<file path="src/rtl/sht40_convert.sv">
// Converts raw SHT40 temperature/humidity words into centi-degC / centi-%RH
// using one shared 16-cycle shift-add multiplier, one channel per slot.
module sht40_convert #(
   parameter int T_SCALE   = 17500,
   parameter int T_OFFSET  = 4500,
   parameter int RH_SCALE  = 12500,
   parameter int RH_OFFSET = 600
) (
   input  logic        clk,
   input  logic        rst,
   input  logic [15:0] Temperature_Raw,
   input  logic [15:0] Humidity_Raw,
   input  logic        Temp_Ready,
   input  logic        RH_Ready,
   input  logic        CRC_Error,
   output logic [15:0] Temp_Centi,
   output logic [15:0] RH_Centi,
   output logic        Temp_Valid,
   output logic        RH_Valid,
   output logic        Busy,
   output logic [7:0]  Drop_Count
);

   typedef enum logic [1:0] {IDLE, LOAD, MUL, FIN} state_t;

   localparam logic [14:0]        T_SCALE_W  = 15'(T_SCALE);
   localparam logic [14:0]        RH_SCALE_W = 15'(RH_SCALE);
   localparam logic signed [17:0] T_OFF_W    = 18'(T_OFFSET);
   localparam logic signed [17:0] RH_OFF_W   = 18'(RH_OFFSET);
   localparam logic signed [17:0] RH_MAX_W   = 18'sd10000;

   state_t      state_q, state_d;
   logic        t_rdy_q, rh_rdy_q;
   logic        t_pend_q, rh_pend_q;
   logic [15:0] t_word_q, rh_word_q;
   logic        sel_rh_q, sel_rh_d;
   logic [15:0] mplier_q;
   logic [31:0] mcand_q;
   logic [31:0] acc_q;
   logic [3:0]  cnt_q;
   logic [15:0] temp_q, rh_q;
   logic [7:0]  drop_q;

   logic        t_edge, rh_edge, t_acc, rh_acc;
   logic [1:0]  n_drop;
   logic [8:0]  drop_sum;
   logic        want;
   logic signed [17:0] t_res_w, rh_res_w;
   logic [15:0] t_res, rh_res;
   logic        fin_t, fin_rh;

   // A sample is a rising Ready edge; CRC_Error in that same cycle discards it.
   assign t_edge   = Temp_Ready & ~t_rdy_q;
   assign rh_edge  = RH_Ready & ~rh_rdy_q;
   assign t_acc    = t_edge & ~CRC_Error;
   assign rh_acc   = rh_edge & ~CRC_Error;
   assign n_drop   = {1'b0, t_edge & CRC_Error} + {1'b0, rh_edge & CRC_Error};
   assign drop_sum = {1'b0, drop_q} + {7'd0, n_drop};
   assign want     = t_pend_q | t_acc | rh_pend_q | rh_acc;

   // FSM state register.
   always_ff @(posedge clk) begin
      // NOTE: sequential state uses non-blocking assignments so every
      // register samples pre-edge values regardless of statement order.
      if (rst) state_q <= IDLE;
      else     state_q <= state_d;
   end

   // FSM next-state logic.
   always_comb begin
      // NOTE: defaults first so no path leaves a signal unassigned (no latch).
      state_d  = state_q;
      sel_rh_d = sel_rh_q;
      unique case (state_q)
         IDLE, FIN: begin
            if (want) begin
               state_d  = LOAD;
               sel_rh_d = ~(t_pend_q | t_acc);
            end else begin
               state_d  = IDLE;
            end
         end
         LOAD:    state_d = MUL;
         MUL:     if (cnt_q == 4'd15) state_d = FIN;
         default: state_d = IDLE;
      endcase
   end

   // Datapath: edge history, pending slots, multiplier, results, drop counter.
   always_ff @(posedge clk) begin
      if (rst) begin
         t_rdy_q   <= Temp_Ready;
         rh_rdy_q  <= RH_Ready;
         t_pend_q  <= 1'b0;
         rh_pend_q <= 1'b0;
         t_word_q  <= '0;
         rh_word_q <= '0;
         sel_rh_q  <= 1'b0;
         mplier_q  <= '0;
         mcand_q   <= '0;
         acc_q     <= '0;
         cnt_q     <= '0;
         temp_q    <= '0;
         rh_q      <= '0;
         drop_q    <= '0;
      end else begin
         t_rdy_q  <= Temp_Ready;
         rh_rdy_q <= RH_Ready;
         sel_rh_q <= sel_rh_d;
         drop_q   <= drop_sum[8] ? 8'hFF : drop_sum[7:0];

         // A fresh edge wins over the LOAD-cycle clear: the new word stays pending.
         if (t_acc) begin
            t_word_q <= Temperature_Raw;
            t_pend_q <= 1'b1;
         end else if (state_q == LOAD && !sel_rh_q) begin
            t_pend_q <= 1'b0;
         end
         if (rh_acc) begin
            rh_word_q <= Humidity_Raw;
            rh_pend_q <= 1'b1;
         end else if (state_q == LOAD && sel_rh_q) begin
            rh_pend_q <= 1'b0;
         end

         case (state_q)
            LOAD: begin
               mplier_q <= sel_rh_q ? rh_word_q : t_word_q;
               mcand_q  <= {17'd0, sel_rh_q ? RH_SCALE_W : T_SCALE_W};
               acc_q    <= '0;
               cnt_q    <= '0;
            end
            MUL: begin
               if (mplier_q[0]) acc_q <= acc_q + mcand_q;
               mplier_q <= mplier_q >> 1;
               mcand_q  <= mcand_q << 1;
               cnt_q    <= cnt_q + 4'd1;
            end
            FIN: begin
               if (sel_rh_q) rh_q   <= rh_res;
               else          temp_q <= t_res;
            end
            default: ;
         endcase
      end
   end

   // Scale back by 2^16, remove offset; humidity is clamped to 0..100.00 %RH.
   assign t_res_w  = $signed({2'b00, acc_q[31:16]}) - T_OFF_W;
   assign rh_res_w = $signed({2'b00, acc_q[31:16]}) - RH_OFF_W;
   assign t_res    = t_res_w[15:0];

   always_comb begin
      rh_res = rh_res_w[15:0];
      if (rh_res_w < 0)             rh_res = 16'd0;
      else if (rh_res_w > RH_MAX_W) rh_res = 16'd10000;
   end

   // FSM outputs: the fresh result is presented during FIN alongside Valid.
   always_comb begin
      fin_t      = (state_q == FIN) && !sel_rh_q && !rst;
      fin_rh     = (state_q == FIN) &&  sel_rh_q && !rst;
      Busy       = (state_q != IDLE);
      Temp_Valid = fin_t;
      RH_Valid   = fin_rh;
      Temp_Centi = fin_t  ? t_res  : temp_q;
      RH_Centi   = fin_rh ? rh_res : rh_q;
      Drop_Count = drop_q;
   end

endmodule
</file>
<file path="config.mk">
export PLATFORM = sky130hd
export DESIGN_NAME = sht40_convert
export DESIGN_NICKNAME = d
export VERILOG_FILES = /design/src/rtl/sht40_convert.sv
export SDC_FILE = /design/constraint.sdc
export NUM_CORES = 1
export LEC_CHECK = 0
export CAP_MARGIN = 20
export CELL_PAD_IN_SITES_DETAIL_PLACEMENT = 0
export CELL_PAD_IN_SITES_GLOBAL_PLACEMENT = 1
export CORE_MARGIN = 2
export CORE_UTILIZATION = 47
export DETAILED_ROUTE_END_ITERATION = 8
export PLACE_DENSITY_LB_ADDON = 0.05
export SLEW_MARGIN = 40
export SYNTH_ARGS = -nofsm -noshare
export SYNTH_HDL_FRONTEND = slang
export SYNTH_SLANG_ARGS = --single-unit
</file>
<file path="constraint.sdc">
create_clock -name clk -period 4.4 [get_ports clk]
set_input_delay 0.44 -clock clk [delete_from_list [all_inputs] [get_ports clk]]
set_output_delay 0.44 -clock clk [all_outputs]
set_load 0.005 [all_outputs]
</file>
==> results.md <==
* Status: finished, final reports clean
* Critical path's top delay family: compound AO/OA/AOI/OAI gates
* Power Density at just over 400 mW/mm^2
* Via count of the first global-routing pass at 6550
* Core area at 0.0178 mm^2
* Most common cell in the netlist: nand2_1
* RSZ-0062 raised after global routing: no
* TritonCTS clock tree: done
* Post-Syn Instances at just over 1000
* Antenna violations before repair at 0
* Combinational share of power at between 20% and 30%
* Final Hold Fails at 0
* Largest net degree at the start of global routing at just over 70
* Mapped cell area at 0.00849 mm^2
* Period Utilization, post-route at 85.2%
* Cell-internal power at ~2.9 mW
* Area of the multi-input gates at around 0.005 mm^2
* H-tree level count at 4
* Met1 usage at 28.5%
* Leak pwr at just over 4 nW
* Number of diodes at 0
* Global Route Usage Sum at roughly 20%
* FFs w/ async S/R, synth at 0%
* Final net count at roughly 1200
* Seq/Total Area, Yosys at between 30 and 40%
* WS Path Type: flop to output pin
* Global-route wire length before repair at approximately 32000 um
* Die Ht at about 140 um
* # IOs at 80
* CP Capture Type: output pin
* Storage cell area at between 0.003 and 0.004 mm^2
* Filler cell count at ~1700
* Initial core utilization at 47.6%
* Post_cts resized at 0
* Post-Layout Cell Count at 1324
* CTS max path bufs at 2
* Remaining global-route overflow at 0
* Clk pwr share at between 40% and 50%
* CP Cell Sequence: ha_1 > o21ai_2 > xnor2_1 > o41ai_1 > o311ai_1 > a21o_1 > nor2_4 > a22o_1 > clkdlybuf4s50_1
* Clock Sinks at between 150 and 200
* IO Port Bufs at just under 80
* CP max stage delay at about 0.5 ns
* GPL Wtd Cong at just over 0.8
* Yosys warnings at 0
* Final setup vio count at 0
* Peak Freq at ~270 MHz
* Register bit count reported by yosys at roughly 160
* Dpl cells at 1292
* Max cap viols at 0
* Cts-stage hold buffer count at 0
* Critical Path AT at approximately 3.3 ns
* Die Width at 138 um
* Clk_skew at between 0.01 and 0.015 ns
* Number of vias per cell at 5.32
* Sequential group share of total power at 38.4%
* Total chip power at just over 4 mW
* Syn_area_per_cell at 8.20 um^2
* # rows at 49
* DRT antenna net count at 0
* WP buf/inv at 1
* Maximum fanout along the worst path at 14
* Routed length per instance at about 14 um
* Grt peak-use layer: met2
* Worst Path Required at about 4.0 ns
* Slowest library cell on the worst path: dfxtp_1
* Post-synth top area share at approximately 38%
* Clk_lat worst skew at roughly 0.44 ns
* Setup tns final at 0 ns
* Psw at approximately 1.2 mW
* Initial drt markers at 426
* Post-CTS Setup Inserts at 0
* Peak supply drop at ~0.31 mV
* Largest cells by area after synthesis: dfxtp_1 38%, nand2_1 7.4%, a21oi_1 6.5%, ha_1 5.7%, mux2i_1 4.1%
* Tmin final at around 3.7 ns
* Post-route DRC at 0
* Worst-Margin Slew at 0.699 ns
* Layout cells sized above 1 at 7.67%
* Met2 Use GR at a little under a third
* Clock slew at reported path FFs at approximately 0.060 ns
* Distinct cells, synth at 77
* Tightest Hold Check Type: primary input to flop
* Post-DP HPWL at ~13000 um
* Startpoint Class: flop
* Syn Nets at between 1000 and 1500
* Number of buffers created by CTS at 17
* TritonRoute pass-1 iters at 5
* Final hold slack at ~0.34 ns
* Via count at slightly above 7000
* Root Driver: clkbuf_16
* Main synth FF type: dfxtp_1
* Max-slew violation count at 0
* WL final at ~19000 um
* Relative slew slack at a little over half
* Yosys top cell by area: dfxtp_1
* Switching Share at around 30%
* List of most frequent post-synthesis cells: 168 x nand2_1, 159 x dfxtp_1, 111 x a21oi_1
* Die area at 0.0191 mm^2
* Layout area overhead at 18.7%
* GRT met3 Usage at approximately 4.3%
* EDFF count, synth at 0
-- worst reg2reg max path: stages (launching register included) --
cell,delay (ns)
dfxtp_1,0.34
inv_1,0.09
ha_2,0.18
buf_4,0.55
nand2_1,0.32
nor2_1,0.60
nand2_1,0.13
nor3_1,0.15
a31o_1,0.16
a211o_1,0.12
a22o_1,0.13
-- final cells by class --
type,count,share of cell area (%)
clock buffers,18,4.26
clock inverters,14,2.40
inverters,25,0.931
multi-input cells,786,49.1
flip-flops and latches,159,31.6
well taps,229,2.84
repair buffers,93,8.87
-- placed cells by master (no fill, tap or decap), types with 5 or more instances in the layout --
| cell type | Yosys | final |
|---|---|---|
| a211oi_1 | 11 | 11 |
| a21o_1 | 41 | 41 |
| a21oi_1 | 111 | 111 |
| a22o_1 | 18 | 18 |
| a22oi_1 | 13 | 13 |
| a31oi_1 | 8 | 8 |
| and2_1 | 6 | 6 |
| buf_4 | 2 | 15 |
| bufinv_16 | 0 | 5 |
| clkbuf_16 | 0 | 17 |
| clkdlybuf4s50_1 | 0 | 78 |
| dfxtp_1 | 159 | 159 |
| ha_1 | 39 | 37 |
| inv_1 | 24 | 24 |
| inv_8 | 0 | 5 |
| mux2i_1 | 35 | 35 |
| nand2_1 | 168 | 168 |
| nand2b_1 | 24 | 24 |
| nand3_1 | 38 | 38 |
| nor2_1 | 79 | 79 |
| nor3_1 | 8 | 8 |
| nor3b_1 | 10 | 8 |
| o21ai_0 | 42 | 42 |
| o21ai_1 | 6 | 6 |
| xnor2_1 | 25 | 25 |
| xor2_1 | 21 | 21 |
-- worst paths after layout --
path / from / end / slack, ns / cells past startpoint
worst max register to register: state_q[0] / acc_q[31] / 1.58 / 10
worst max-delay path: acc_q[20] / RH_Centi[3] / 0.65 / 9
worst min-delay path: rst / sel_rh_q / 0.34 / 3
worst min register to register: temp_q[13] / temp_q[13] / 0.44 / 2
-- power by group through the flow --
stage	combinational (mW)	sequential, mW	clock (mW)
final	0.859	1.59	1.69
after global routing	0.958	1.60	1.78
after CTS	0.868	1.59	1.73
after detailed placement	0.866	1.62	0
after global placement	0.860	1.62	0
after floorplan	0.645	1.60	0
-- stage by stage --
step           utilization, %  worst slack, ns  area (um^2)
6_report                 56.5            0.653        10100
5_1_grt                  56.5            0.410        10100
4_1_cts                  56.5            0.620        10100
3_5_place_dp             52.7             1.09         9410
3_3_place_gp             52.7             1.11         9410
2_1_floorplan               -             1.77         8490
-- flip-flops by register name, indices dropped and copies added, names as in the netlist, 2 cells and up --
| signal | count |
|---|---|
| Drop_Count | 8 |
| acc_q | 30 |
| cnt_q | 4 |
| mcand_q | 30 |
| mplier_q | 16 |
| rh_q | 16 |
| rh_word_q | 16 |
| state_q | 2 |
| t_word_q | 16 |
| temp_q | 16 |
-- kinds of logic (layout without fill, tap and decap cells) --
family                   count (synthesis)  count (layout)  synth area share (%)
AND/OR/NAND/NOR                        366             366                  19.6
AO/OA/AOI/OAI                          297             297                  23.3
flip-flops                             159             159                  37.5
buffers and inverters                   90             150                  4.36
XOR/XNOR                                46              46                  4.75
adder cells (fa/ha/maj)                 41              41                  6.22
multiplexers                            36              36                  4.26
-- per-layer routing --
metal / wire length [um] / vias to the layer above
li1: - / 3719
met2: 8350 / 122
met1: 9630 / 3178
met4: 266 / 0
met3: 709 / 20
met5: 0 / -
No activity file was read; power rests on OpenSTA's default activity.
